**src/rtl/riscv_pert_cfg_master.sv**
```systemverilog
// riscv_pert_cfg_master
// Debug-bus initiator for the perturbation register file. Commands are
// queued in a small FIFO and issued one at a time as req/gnt/rvalid debug
// transactions. Every command gets exactly one registered response pulse.
//
// Ports:
//   clk_i, rst_ni         clock (rising edge), async active-low reset
//   cmd_valid_i/ready_o   command push handshake (ready = FIFO not full)
//   cmd_we_i/idx_i/wdata_i  command fields
//   rsp_valid_o           one-cycle response pulse
//   rsp_we_o/idx_o/rdata_o/err_o  response fields, held until next response
//   busy_o                FIFO non-empty or transaction in flight
//   dbg_req_o/we_o/addr_o/wdata_o  debug bus request side
//   dbg_gnt_i/rvalid_i/rdata_i     debug bus grant and response side
module riscv_pert_cfg_master #(
  parameter int FIFO_DEPTH = 4,
  parameter int PERT_REGS  = 15,
  parameter int TIMEOUT    = 64
) (
  input  logic        clk_i,
  input  logic        rst_ni,
  input  logic        cmd_valid_i,
  output logic        cmd_ready_o,
  input  logic        cmd_we_i,
  input  logic [3:0]  cmd_idx_i,
  input  logic [31:0] cmd_wdata_i,
  output logic        rsp_valid_o,
  output logic        rsp_we_o,
  output logic [3:0]  rsp_idx_o,
  output logic [31:0] rsp_rdata_o,
  output logic        rsp_err_o,
  output logic        busy_o,
  output logic        dbg_req_o,
  output logic        dbg_we_o,
  output logic [14:0] dbg_addr_o,
  output logic [31:0] dbg_wdata_o,
  input  logic        dbg_gnt_i,
  input  logic        dbg_rvalid_i,
  input  logic [31:0] dbg_rdata_i
);

  localparam int PW = $clog2(FIFO_DEPTH);
  localparam int TW = $clog2(TIMEOUT + 1);
  localparam logic [PW:0]   DEPTH_C = (PW+1)'(FIFO_DEPTH);
  localparam logic [TW-1:0] TLAST   = TW'(TIMEOUT - 1);
  localparam logic [4:0]    IDX_LIM = 5'(PERT_REGS);

  typedef enum logic [1:0] {IDLE, REQ, WAIT} state_e;

  logic          fifoWe_q   [FIFO_DEPTH];
  logic [3:0]    fifoIdx_q  [FIFO_DEPTH];
  logic [31:0]   fifoData_q [FIFO_DEPTH];
  logic [PW-1:0] wrPtr_q, rdPtr_q;
  logic [PW:0]   count_q;

  state_e        state_q, state_d;
  logic [TW-1:0] timer_q, timer_d;
  logic          dbgReq_q, dbgReq_d;
  logic          dbgWe_q, dbgWe_d;
  logic [14:0]   dbgAddr_q, dbgAddr_d;
  logic [31:0]   dbgWdata_q, dbgWdata_d;
  logic          rspValid_q, rspValid_d;
  logic          rspWe_q, rspWe_d;
  logic [3:0]    rspIdx_q, rspIdx_d;
  logic [31:0]   rspRdata_q, rspRdata_d;
  logic          rspErr_q, rspErr_d;

  logic        push, popEn, doAbort;
  logic        headWe;
  logic [3:0]  headIdx;
  logic [31:0] headData;

  assign cmd_ready_o = (count_q != DEPTH_C);
  assign push        = cmd_valid_i & cmd_ready_o;
  assign headWe      = fifoWe_q[rdPtr_q];
  assign headIdx     = fifoIdx_q[rdPtr_q];
  assign headData    = fifoData_q[rdPtr_q];
  assign busy_o      = (count_q != '0) || (state_q != IDLE);

  // FIFO storage needs no reset; only the pointers and count define content.
  always_ff @(posedge clk_i) begin
    if (push) begin
      fifoWe_q[wrPtr_q]   <= cmd_we_i;
      fifoIdx_q[wrPtr_q]  <= cmd_idx_i;
      fifoData_q[wrPtr_q] <= cmd_wdata_i;
    end
  end

  // Pointers wrap naturally because the depth is a power of two.
  always_ff @(posedge clk_i or negedge rst_ni) begin
    if (!rst_ni) begin
      wrPtr_q <= '0;
      rdPtr_q <= '0;
      count_q <= '0;
    end else begin
      if (push)  wrPtr_q <= wrPtr_q + PW'(1);
      if (popEn) rdPtr_q <= rdPtr_q + PW'(1);
      case ({push, popEn})
        2'b10:   count_q <= count_q + (PW+1)'(1);
        2'b01:   count_q <= count_q - (PW+1)'(1);
        default: count_q <= count_q;
      endcase
    end
  end

  // Transaction sequencing. The response index comes from the held address
  // bits, so no separate copy of the in-flight index is kept.
  always_comb begin
    state_d    = state_q;
    timer_d    = timer_q;
    dbgReq_d   = dbgReq_q;
    dbgWe_d    = dbgWe_q;
    dbgAddr_d  = dbgAddr_q;
    dbgWdata_d = dbgWdata_q;
    rspValid_d = 1'b0;
    rspWe_d    = rspWe_q;
    rspIdx_d   = rspIdx_q;
    rspRdata_d = rspRdata_q;
    rspErr_d   = rspErr_q;
    popEn      = 1'b0;
    doAbort    = 1'b0;

    case (state_q)
      IDLE: begin
        if (count_q != '0) begin
          popEn = 1'b1;
          if ({1'b0, headIdx} >= IDX_LIM) begin
            rspValid_d = 1'b1;
            rspErr_d   = 1'b1;
            rspRdata_d = '0;
            rspWe_d    = headWe;
            rspIdx_d   = headIdx;
          end else begin
            dbgReq_d   = 1'b1;
            dbgWe_d    = headWe;
            dbgAddr_d  = {1'b0, 6'b000110, 2'b00, headIdx, 2'b00};
            dbgWdata_d = headWe ? headData : 32'h0;
            timer_d    = '0;
            state_d    = REQ;
          end
        end
      end
      REQ: begin
        if (dbg_gnt_i) begin
          dbgReq_d   = 1'b0;
          dbgWdata_d = '0;
          timer_d    = timer_q + TW'(1);
          state_d    = WAIT;
        end else if (timer_q == TLAST) begin
          doAbort = 1'b1;
        end else begin
          timer_d = timer_q + TW'(1);
        end
      end
      WAIT: begin
        if (dbg_rvalid_i) begin
          rspValid_d = 1'b1;
          rspErr_d   = 1'b0;
          rspWe_d    = dbgWe_q;
          rspIdx_d   = dbgAddr_q[5:2];
          rspRdata_d = dbgWe_q ? 32'h0 : dbg_rdata_i;
          dbgAddr_d  = '0;
          dbgWe_d    = 1'b0;
          state_d    = IDLE;
        end else if (timer_q == TLAST) begin
          doAbort = 1'b1;
        end else begin
          timer_d = timer_q + TW'(1);
        end
      end
      default: state_d = IDLE;
    endcase

    // Completion is checked first above, so an abort only happens when
    // neither grant nor rvalid arrived on the final allowed edge.
    if (doAbort) begin
      rspValid_d = 1'b1;
      rspErr_d   = 1'b1;
      rspRdata_d = '0;
      rspWe_d    = dbgWe_q;
      rspIdx_d   = dbgAddr_q[5:2];
      dbgReq_d   = 1'b0;
      dbgWe_d    = 1'b0;
      dbgAddr_d  = '0;
      dbgWdata_d = '0;
      state_d    = IDLE;
    end
  end

  // State, bus and response registers.
  always_ff @(posedge clk_i or negedge rst_ni) begin
    if (!rst_ni) begin
      state_q    <= IDLE;
      timer_q    <= '0;
      dbgReq_q   <= 1'b0;
      dbgWe_q    <= 1'b0;
      dbgAddr_q  <= '0;
      dbgWdata_q <= '0;
      rspValid_q <= 1'b0;
      rspWe_q    <= 1'b0;
      rspIdx_q   <= '0;
      rspRdata_q <= '0;
      rspErr_q   <= 1'b0;
    end else begin
      state_q    <= state_d;
      timer_q    <= timer_d;
      dbgReq_q   <= dbgReq_d;
      dbgWe_q    <= dbgWe_d;
      dbgAddr_q  <= dbgAddr_d;
      dbgWdata_q <= dbgWdata_d;
      rspValid_q <= rspValid_d;
      rspWe_q    <= rspWe_d;
      rspIdx_q   <= rspIdx_d;
      rspRdata_q <= rspRdata_d;
      rspErr_q   <= rspErr_d;
    end
  end

  assign dbg_req_o   = dbgReq_q;
  assign dbg_we_o    = dbgWe_q;
  assign dbg_addr_o  = dbgAddr_q;
  assign dbg_wdata_o = dbgWdata_q;
  assign rsp_valid_o = rspValid_q;
  assign rsp_we_o    = rspWe_q;
  assign rsp_idx_o   = rspIdx_q;
  assign rsp_rdata_o = rspRdata_q;
  assign rsp_err_o   = rspErr_q;

endmodule

```
**config.mk**
```make
export PLATFORM = sky130hd
export DESIGN_NAME = riscv_pert_cfg_master
export DESIGN_NICKNAME = d
export VERILOG_FILES = /design/src/rtl/riscv_pert_cfg_master.sv
export SDC_FILE = /design/constraint.sdc
export NUM_CORES = 1
export LEC_CHECK = 0
export CORE_AREA = 3 3 151 153
export DETAILED_ROUTE_END_ITERATION = 10
export DIE_AREA = 0 0 154 156
export GPL_ROUTABILITY_DRIVEN = 0
export PLACE_DENSITY = 0.68
export SLEW_MARGIN = 0
export SYNTH_ARGS = -nofsm -noshare
export SYNTH_HDL_FRONTEND = slang
export SYNTH_SLANG_ARGS = --single-unit
```
**constraint.sdc**
```tcl
create_clock -name clk_i -period 4.4 [get_ports clk_i]
set_input_delay 1.1 -clock clk_i [delete_from_list [all_inputs] [get_ports clk_i]]
set_output_delay 1.1 -clock clk_i [all_outputs]
set_load 0.03 [all_outputs]
```
; After elaboration in Yosys (flattened, before gate mapping)
; Memory sizes are Yosys's and may differ from the RTL's.
; Index checks and enable logic that the tools add are counted.
[word_totals]
reg_bits = 104
ram_bits = 148
inputBits = 74
out_inout_bits = 90
elab_cells = 118
n_memories = 3
[classes]
add_sub_neg = 5
magnitude_cmp = 1
eq_ne = 14
mux = 67
bitwise = 1
n_reduce_logical = 13
[memory_table]
columns = memory, words, width, rd, rd_clocked_by_memory_dff, write_ports, line
row1 = fifoData_q, 4, 32, 1, 0, 1, 52  ; logic [31:0] fifoData_q [FIFO_DEPTH];
row2 = fifoIdx_q, 4, 4, 1, 0, 1, 51  ; logic [3:0] fifoIdx_q [FIFO_DEPTH];
row3 = fifoWe_q, 4, 1, 1, 0, 1, 50  ; logic fifoWe_q [FIFO_DEPTH];
[op_table]
columns = operator, n
row1 = $mux 32, 10
row2 = $pmux 32 s2, 2
row3 = $mux 15, 4
row4 = $mux 7, 5
row5 = $pmux 15 s2, 1
row6 = $mux 1, 26
row7 = $pmux 7 s3, 1
row8 = $reduce_and 4->1, 5
row9 = $ne 3x3->1 const B, 6
row10 = $mux 4, 4
row11 = $pmux 1 s2, 6
row12 = $reduce_bool 3->1, 4
row13 = $mux 2, 5
row14 = $pmux 4 s2, 1
row15 = $add 7x1->7 const B, 1
row16 = $eq 7x6->1 const B, 1
row17 = $ne 2x2->1 const B, 3
row18 = $pmux 2 s3, 1
row19 = $pmux 3 s2, 1
row20 = $add 2x1->2 const B, 2
row21 = $eq 2x1->1 const B, 2
row22 = $eq 2x2->1 const B, 2
row23 = $ge 4x4->1 const B, 1
row24 = $reduce_bool 2->1, 2
row25 = 5 further kinds, 5

; Longest topological paths before layout
; Gate-level depths: netlist of run 1.
[logic_depth]
word_depth = 6
depth_mapped = 10
mapped_depth_nobuf = 10

; Worst setup path before layout of run 1
; No wires, ideal clock.
[synth_timing]
kind = input to register
startpoint = input port cmd_valid_i
endpoint = memory fifoData_q[2][0] (enable)
setup_time_ns = 0.398
arrival_ns = 2.046
required_time_ns = 4.002
slack_ns = 1.956
stages = 1
path_buffers = 0
path_cell_list = and3_1
[synth_via]
elab_chain_len = 3
[synth_rtl]
columns = item, line
row1 = "start, declared", 22  ; input logic cmd_valid_i,
row2 = $and 1x1->1, 74  ; assign push = cmd_valid_i & cmd_ready_o;
row3 = $mux 1, 82  ; if (push) begin
row4 = $mux 1 (implied by the code), 85  ; fifoData_q[wrPtr_q] <= cmd_wdata_i;
row5 = "end, declared", 52
; Every way passes these cells.

; Worst setup path in the final report of run 1
[layout_timing]
startpoint = register state_q[0]
endpoint = output port busy_o
[layout_via]
elab_chain_len = 2
[layout_rtl]
columns = item, line
row1 = "start, declared", 56  ; state_e state_q, state_d;
row2 = "start signal, assigned", 205  ; state_q <= state_d;
row3 = $reduce_bool 2->1, 78  ; assign busy_o = (count_q != '0) || (state_q != IDLE);
row4 = $logic_or 1x1->1, 78
row5 = "end, declared", 32  ; output logic busy_o,
; Every way passes these cells.

==> results of run 1 <==
## worst max-delay path, delay by kind of cell, from the launching register on
kind	cells	cell delay, ns
flip-flops	1	0.42
buffers and inverters	2	0.80
AND/OR/NAND/NOR	1	0.10
adder cells (fa/ha/maj)	1	0.30
## kinds of logic after synthesis
family                   count (synthesis)  synth area share, %
other                                    1               0.0390
AND/OR/NAND/NOR                         97                 5.18
AO/OA/AOI/OAI                          108                 8.19
multiplexers                            42                 9.23
XOR/XNOR                                 6                0.547
flip-flops                             242                 70.7
buffers and inverters                   90                 4.45
adder cells (fa/ha/maj)                 12                 1.64
## power breakdown
group / internal, mW / switching [mW] / leakage, nW
Combinational: 1.38 / 2.03 / 1.55
Sequential: 3.05 / 0.277 / 2.58
Clock: 1.21 / 0.873 / 0.397
Total: 5.64 / 3.18 / 4.53
## Yosys cell counts (2+ instances only)
master	count
mux2i_1	5
nand2b_1	7
and3_1	6
edfxtp_1	148
nor3_1	4
nand3_1	41
clkbuf_1	18
xor2_1	3
buf_2	6
a32o_1	33
buf_6	6
o21ai_0	12
mux4_2	36
xnor2_1	3
o22a_1	2
dfrtp_1	94
a211o_1	2
o21ai_1	36
nor2_1	14
buf_4	10
a21oi_1	6
a31oi_1	8
nand2_1	16
nor2b_1	3
ha_1	11
inv_1	49
and2_1	2
## routing by layer
metal  up-vias  global-route usage (%)
li1       2584                       -
met1      2879                    23.0
met2       225                    28.3
met3        32                    4.88
met4         0                    4.08
met5         -                       0
## cells in the final DEF, fill, tap and decap left out, drive strengths merged, types with 9 or more instances in the layout
cell,instances
a32o,33
buf,9
clkbuf,30
clkdlybuf4s50,153
clkinv,13
conb,9
dfrtp,94
edfxtp,148
ha,11
inv,49
mux4,37
nand2,16
nand3,41
nor2,14
o21ai,48
## how the worst min path moves through the flow
stage	from	slack, ns	cells after the start	to
after floorplan	count_q[2]	0.46	1	count_q[2]
after global placement	dbg_req_o	0.46	1	dbg_req_o
after detailed placement	dbg_req_o	0.47	1	dbg_req_o
after CTS	dbg_req_o	0.49	1	dbg_req_o
after global routing	dbg_req_o	0.53	1	dbg_req_o
final	dbg_req_o	0.48	1	dbg_req_o
## sequential cells by signal, indices dropped and copies added (netlist names)
name         flops
fifoWe_q         4
rsp_valid_o      1
rsp_rdata_o     32
rsp_err_o        1
dbg_req_o        1
fifoData_q     128
rsp_idx_o        4
fifoIdx_q       16
timer_q          7
dbg_addr_o       5
rsp_we_o         1
state_q          2
count_q          3
dbg_we_o         1
dbg_wdata_o     32
rdPtr_q          2
wrPtr_q          2
## through the flow
step | util (%) | std cells
2_1_floorplan | - | 606
3_3_place_gp | 52.5 | 1007
3_5_place_dp | 52.5 | 1007
4_1_cts | 56.3 | 1055
5_1_grt | 56.3 | 1055
6_report | 56.3 | 1055
## cell type report
type                       count  area [sq um]
sequential                   242          6800
fill                        1699          9480
inverter                      49           184
tap                          280           350
clock inverter                18           164
timing repair buffer         162          1610
clock buffer                  30           666
multi-input combinational    274          2440
==> flow_summary.ini, run 1 <==
[run_status]
status = completed

[layout]
antenna_cells = 0
fin_nets = 841
design_area_sq_mm = 0.0122
syn_to_final_growth_pct = 27.1
drive_gt1_share_pct = 12.6

[drt]
via_per_inst = 5.42
route.met2.wl_microns = 10000
drc = 0
drt_pass1_iterations = 5
top_layer = met4
drtIter0Drc = 349
vias = 5720
drtAntennaViolNets = 0
wl_per_cell_microns = 19.9
wl_microns = 21000
met1_length_microns = 8880
route.met3.wl_microns = 1760

[clock_network]
clock_path_buffers = 3
cts.sinks = 242
clkLatencyLatePin_ns = 0.52
root_buffer = clkbuf_16
htreeDepth = 1
cts_tree = yes
cts_buffers = 26
cts_setup_buffers = 0
path_clk_slew_ns = 0.06
ctsResizeCount = 0
hold_buffers = 0

[global_routing]
track_usage_pct = 17.2
antenna_found_initial = 0
grt_pass1_vias = 5961
grt.overflow.total = 0
grt_max_degree = 79
grt_pass1_wl_microns = 32900

[die]
initial_utilization_pct = 44.3
pin_count = 164
die_area_sq_mm = 0.0240
die_h_microns = 156
die_x_microns = 154
row_count = 54
core_sq_mm = 0.0217

[setup_path]
cp-startpoint = state_q[0]
worstPathMaxFanout = 7
end_kind = output port
rrSetupSlack_ns = 1.56
reg2reg_to = rsp_rdata_o[17]
critPathMaxStageDelay_ns = 0.70
crit_required_ns = 3.30
critPathSlowestCell = clkdlybuf4s50_1
r2r-start = state_q[0]
r2r_cells = 8
path_cells = inv_1 > ha_1 > nand2_1 > clkdlybuf4s50_1
startpoint_type = flip-flop
cp.arrival_ns = 2.13
endpoint = busy_o
critical_path_class = reg -> out

[power_and_ir_drop]
ir_worst_vdd_mv = 0.332
p_leak_nw = 4.53
powerDensity_mw_per_mm2 = 722
p_total_mw = 8.82

[synth]
ys_ff_latch = 242
yosysTopAreaCell = edfxtp_1
synth_flop_cell = edfxtp_1
yosysWarnings = 0
syn_area_sq_mm = 0.00961
yosysTopAreaCellShare_pct = 46.2
postSynthCellCount = 598
seq_area_frac_synth_pct = 70.7
synth_area_leaders = edfxtp_1, dfrtp_1, mux4_2
syn_area_per_cell_sq_um = 16.1
synthArstFlopShare_pct = 38.8
synth_edf_count = 148
synth_cell_types = 44

[sta]
timing.hold.ws_ns = 0.484
fin_crit_ns = 3.23
relSlewSlack_pct = 28.1
fin_tns_setup_ns = 0
worstMarginPinSlew_ns = 1.08
hold_viol = 0
min_period_over_period_pct = 73.5
drv_slew = 0
fin_skew_ns = 0.0124
fin_ws_ns = 1.17
setup_viol = 0
fmax_ghz = 0.309
rsz0062_at_grt = false

[flow_run]
drv_cap = 0

[min_path]
hp-class = reg -> reg

[placed_design]
pre_cts_slack_ns = 0.990
place_area_sq_mm = 0.0114
dp_hpwl_microns = 12700
io_buffers = 154
No activity file was read; power rests on OpenSTA's default activity.
==> inputs of run 2 (changes only) <==
- PLACE_DENSITY: 0.68 -> 0.71
- clock period: 4.4 -> 2.7 ns (I/O delays scaled with it)
==> flow_summary.ini, run 2 (same netlist as run 1, synthesis figures left out) <==
[setup_path]
path_delay_family = buffers and inverters
worstPathMaxFanout = 6
cp.arrival_ns = 1.94
r2r_cells = 5
crit_required_ns = 2.03
path_cells = inv_1 > nand3_1 > clkdlybuf4s50_1
startpoint_type = flip-flop
critPathSlowestCell = clkdlybuf4s50_1
critPathMaxStageDelay_ns = 0.72
cp.buffers_inverters = 2
reg2reg_to = timer_q[1]
critical_path_class = reg -> out
end_kind = output port
rrSetupSlack_ns = 0.21
r2r-start = rdPtr_q[0]

[global_routing]
grt_pass1_vias = 5990
grt_util_met1_pct = 21.6
antenna_found_initial = 0
use_met3_pct = 4.27
grt-busiest-layer = met2
track_usage_pct = 17.0
grt_pass1_wl_microns = 32900
grt_max_degree = 77
met2_usage_pct = 29.7
grt.overflow.total = 0

[die]
core_sq_mm = 0.0217
initial_utilization_pct = 44.3
die_area_sq_mm = 0.0240
pin_count = 164
die_h_microns = 156
row_count = 54
die_x_microns = 154

[layout]
regMostFlops = fifoData_q
fin_nets = 850
antenna_cells = 0
drive_gt1_share_pct = 13.2
mostFrequentLayoutCell = clkdlybuf4s50_1
syn_to_final_growth_pct = 29.0
largest_register_ffs = 128
final_cell_mix = clkdlybuf4s50_1, edfxtp_1, dfrtp_1

[sta]
hold_viol = 0
min_period_over_period_pct = 96.9
fmax_ghz = 0.382
fin_tns_setup_ns = 0
fin_crit_ns = 2.62
fin_skew_ns = 0.0180
setup_viol = 0
fin_ws_ns = 0.0845
drv_slew = 0
relSlewSlack_pct = 43.9
worstMarginPinSlew_ns = 0.841
rsz0062_at_grt = false

[drt]
wl_microns = 20600
wl_per_cell_microns = 19.3
drc = 0
drtAntennaViolNets = 0
via_per_inst = 5.43
drt_pass1_iterations = 5
drtIter0Drc = 324
vias = 5771

[power_and_ir_drop]
powerDensity_mw_per_mm2 = 1180
ir_worst_vdd_mv = 0.747
switchingPower_mw = 5.09
intPower_mw = 9.48
seqPwrFrac_pct = 37.3
p_clk_share_pct = 23.6
netSwitchingFraction_pct = 34.9
combinationalPowerShare_pct = 39.2
p_leak_nw = 4.61

[flow_run]
drv_cap = 0

[clock_network]
root_buffer = clkbuf_16
ctsResizeCount = 2
cts_setup_buffers = 0
htreeDepth = 1
clkLatencyLatePin_ns = 0.52
cts.sinks = 242
path_clk_slew_ns = 0.06
hold_buffers = 0
cts_tree = yes
cts_buffers = 25
clock_path_buffers = 3

[placed_design]
dp_hpwl_microns = 12900
pre_cts_slack_ns = 0.147
io_buffers = 154

[min_path]
hp-class = in -> async

[run_status]
status = completed
==> run 2: changes by cell type in the layout (fill, tap and decap cells not counted), sizes merged, moves of 2 or more <==
cell | previous run | this run
buf | 9 | 19
clkinv | 13 | 3
clkbuf | 30 | 38
clkinvlp | 3 | 1
==> run 2: worst reg2reg max path: cells and delay by family (launching register included) <==
family	cells	cell delay (ns)
AOI/OAI and AO/OA	4	1.21
muxes	1	0.69
DFF	1	0.52
==> run 2: worst max path at each step <==
stage / start / endpoint / slack, ns / cells past startpoint
floorplan: count_q[0] / count_q[2] / 0.48 / 10
global placement: cmd_valid_i / count_q[2] / 0.19 / 9
detailed placement: cmd_valid_i / count_q[2] / 0.15 / 9
CTS: count_q[0] / cmd_ready_o / 0.04 / 3
global route: count_q[0] / cmd_ready_o / 0.01 / 3
finish: count_q[0] / cmd_ready_o / 0.08 / 3
==> run 2: cell type report <==
cell class	count	area [sq um]
fill	1683	9290
sequential	242	6800
multi-input combinational	274	2440
timing repair buffer	172	1790
clock buffer	38	704
tap	280	350
inverter	49	184
clock inverter	8	129
==> run 2: power groups by stage <==
| stage | clock (mW) | combinational (mW) | sequential, mW |
|---|---|---|---|
| CTS | 3.53 | 5.81 | 5.45 |
| finish | 3.44 | 5.71 | 5.43 |
| detailed placement | 0 | 5.79 | 5.51 |
| global route | 3.69 | 6.14 | 5.54 |
| global placement | 0 | 5.66 | 5.44 |
| floorplan | 0 | 2.89 | 6.22 |
==> run 2: through the flow <==
step | hold WS (ns) | area [sq um] | instances | util, % | power [mW]
2_1_floorplan | 0.379 | 9640 | 606 | - | 9.12
3_3_place_gp | 0.460 | 11600 | 1017 | 53.3 | 11.1
3_5_place_dp | 0.466 | 11600 | 1017 | 53.3 | 11.3
4_1_cts | 0.143 | 12400 | 1063 | 57.2 | 14.8
5_1_grt | 0.172 | 12400 | 1063 | 57.2 | 15.4
6_report | 0.150 | 12400 | 1063 | 57.2 | 14.6
==> run 2: per-layer routing <==
metal	share of wire [%]	up-vias	wire length (microns)
met3	8.2	32	1680
met5	0	-	0
met1	40	2905	8260
li1	-	2602	-
met4	1.9	0	383
met2	50	232	10200
==> inputs of run 3 (changes only) <==
- SKIP_LAST_GASP: not set -> 1
==> results of run 3 <==
Final layout, timing and power as in run 2 (identical DEF).
==> variant: new RTL, flow settings as in run 2 <==
The 3 states of `state_e` get a one-hot encoding in 3 bits.
--- a/src/rtl/riscv_pert_cfg_master.sv
+++ b/src/rtl/riscv_pert_cfg_master.sv
@@ -45,7 +45,7 @@
   localparam logic [TW-1:0] TLAST   = TW'(TIMEOUT - 1);
   localparam logic [4:0]    IDX_LIM = 5'(PERT_REGS);
 
-  typedef enum logic [1:0] {IDLE, REQ, WAIT} state_e;
+  typedef enum logic [2:0] {IDLE = 3'b001, REQ = 3'b010, WAIT = 3'b100} state_e;
 
   logic          fifoWe_q   [FIFO_DEPTH];
   logic [3:0]    fifoIdx_q  [FIFO_DEPTH];
Check against the original RTL: same outputs for any inputs over 4 cycles, from zero or initial values and one cycle with rst_ni low; so few cycles prove little.
==> variant against run 2 <==
  * Sequential share of layout area up 0.85 points
  * Synthesized area down 1.9%
  * Global-route usage hardly changed
  * Wire length fell by 0.62%
  * Highest routed layer unchanged
  * Clock skew fell by 5.1 ps
  * Sequential cell count increased by 1
  * Total power is 3.6% lower
  * Setup slack improved by 49 ps
  * Count of clock-buffer cells in the layout decreased by 3
  * Final area shrank 1.1%
  * Final cell count shrank 1.6%
  * Largest cell class unchanged
  * Core utilization down 0.65 points
  * Die area did not move
==> variant: results <==
export IMPL_antenna_found_initial=1
export IMPL_post_cts_buffers=0
export IMPL_finalClockSkew_ps=12.9
export IMPL_grt_pass1_vias=5886
export IMPL_wl_per_cell_um=19.5
export IMPL_synth_edf_count=148
export IMPL_tightestPinTransition_ps=597
export IMPL_grt_max_degree=42
export IMPL_power_leakage_uw=0.00480
export IMPL_crit_slowest_cell="clkdlybuf4s50_1"
export IMPL_synth_compound_area_share_pct=6.05
export IMPL_drt_total_wl_um=20400
export IMPL_drt_pass1_iter_count=6
export IMPL_dpl_worst_slack_ps=-210
export IMPL_hpwl_um=13000
export IMPL_place_inst=997
export IMPL_ys_seq_area_share_pct=72.4
export IMPL_ir_drop_uv=576
export IMPL_largest_reg_flops=128
export IMPL_status="finished, final reports clean"
export IMPL_fin_setup_tns_ps=0
export IMPL_cts_resized=2
export IMPL_ys_types=49
export IMPL_cts_buffers=26
export IMPL_cp_arrival_ps=1890
export IMPL_synthTopCellsByArea="edfxtp_1, dfrtp_1, mux4_2, a22o_1, nand2_1"
export IMPL_vias_per_cell=5.36
export IMPL_synthMuxAreaShare_pct=9.48
export IMPL_clk_pin_slew_ps=60
export IMPL_root_buffer="clkbuf_16"
export IMPL_grt_usage_pct=17.0
export IMPL_regMostFlops="fifoData_q"
export IMPL_async_flop_share_pct=39.1
export IMPL_synth_xor_area_share_pct=0.557
export IMPL_place_area_mm2=0.0114
export IMPL_final_layout_size_suffix_gt1_share_pct=14.5
export IMPL_synthAdderAreaFrac_pct=1.01
export IMPL_drtIter0Drc=332
export IMPL_grt_pass1_wl_um=32700
export IMPL_cts_max_level=1
export IMPL_syn_area_per_cell_um2=16.5
export IMPL_nets=826
export IMPL_synthTopCellsByCount="edfxtp_1, dfrtp_1, nand2_1, nand3_1, mux4_2"
[variant: cell count changes after synthesis, sizes merged, moves of 7 or more]
cell	change
inv	-41
a22o	+36
buf	+7
o21ai	-34
nor2	-8
clkbuf	-10
nand2	+65
a32o	-33
a31oi	-7
[variant: layout make-up]
type	count	area, um2
diodes	1	2.50
well taps	280	350
clock inverters	13	168
fillers	1658	9430
multi-input cells	290	2350
inverters	10	50.0
repair buffers	174	1800
clock buffers	35	704
flip-flops and latches	243	6830
[variant: final timing paths]
path / start / end / slack [ps] / cells after the start
max: count_q[0]$_DFFE_PN0P_ / cmd_ready_o / 130 / 3
min: rst_ni / rsp_rdata_o[26]$_DFFE_PN0P_ / 80 / 1
max in group asynchronous: rst_ni / dbg_wdata_o[24]$_DFFE_PN0P_ / 1920 / 2
max reg2reg: rdPtr_q[0]$_DFFE_PN0P_ / rsp_rdata_o[11]$_DFFE_PN0P_ / 280 / 6
min in group clk_i: rsp_rdata_o[3]$_DFFE_PN0P_ / rsp_rdata_o[3]$_DFFE_PN0P_ / 470 / 2
min reg2reg: rsp_rdata_o[3]$_DFFE_PN0P_ / rsp_rdata_o[3]$_DFFE_PN0P_ / 470 / 2
[variant: worst register-to-register path, stage by stage (launching register included)]
cell,delay [ps]
dfrtp_2,500
mux4_2,580
nand4_1,290
o22a_1,430
clkinv_8,220
nand3_1,200
nand2_1,80
[variant: metal layers]
layer | routed length [um] | track usage [%]
met1 | 8240 | 21.7
met2 | 10100 | 29.3
met3 | 1670 | 4.52
met4 | 466 | 4.42
met5 | 0 | 0
[variant: power by group]
part | switching [uW] | internal, uW
clock network | 1420 | 2130
logic | 2820 | 2220
registers | 486 | 4970
total | 4720 | 9330
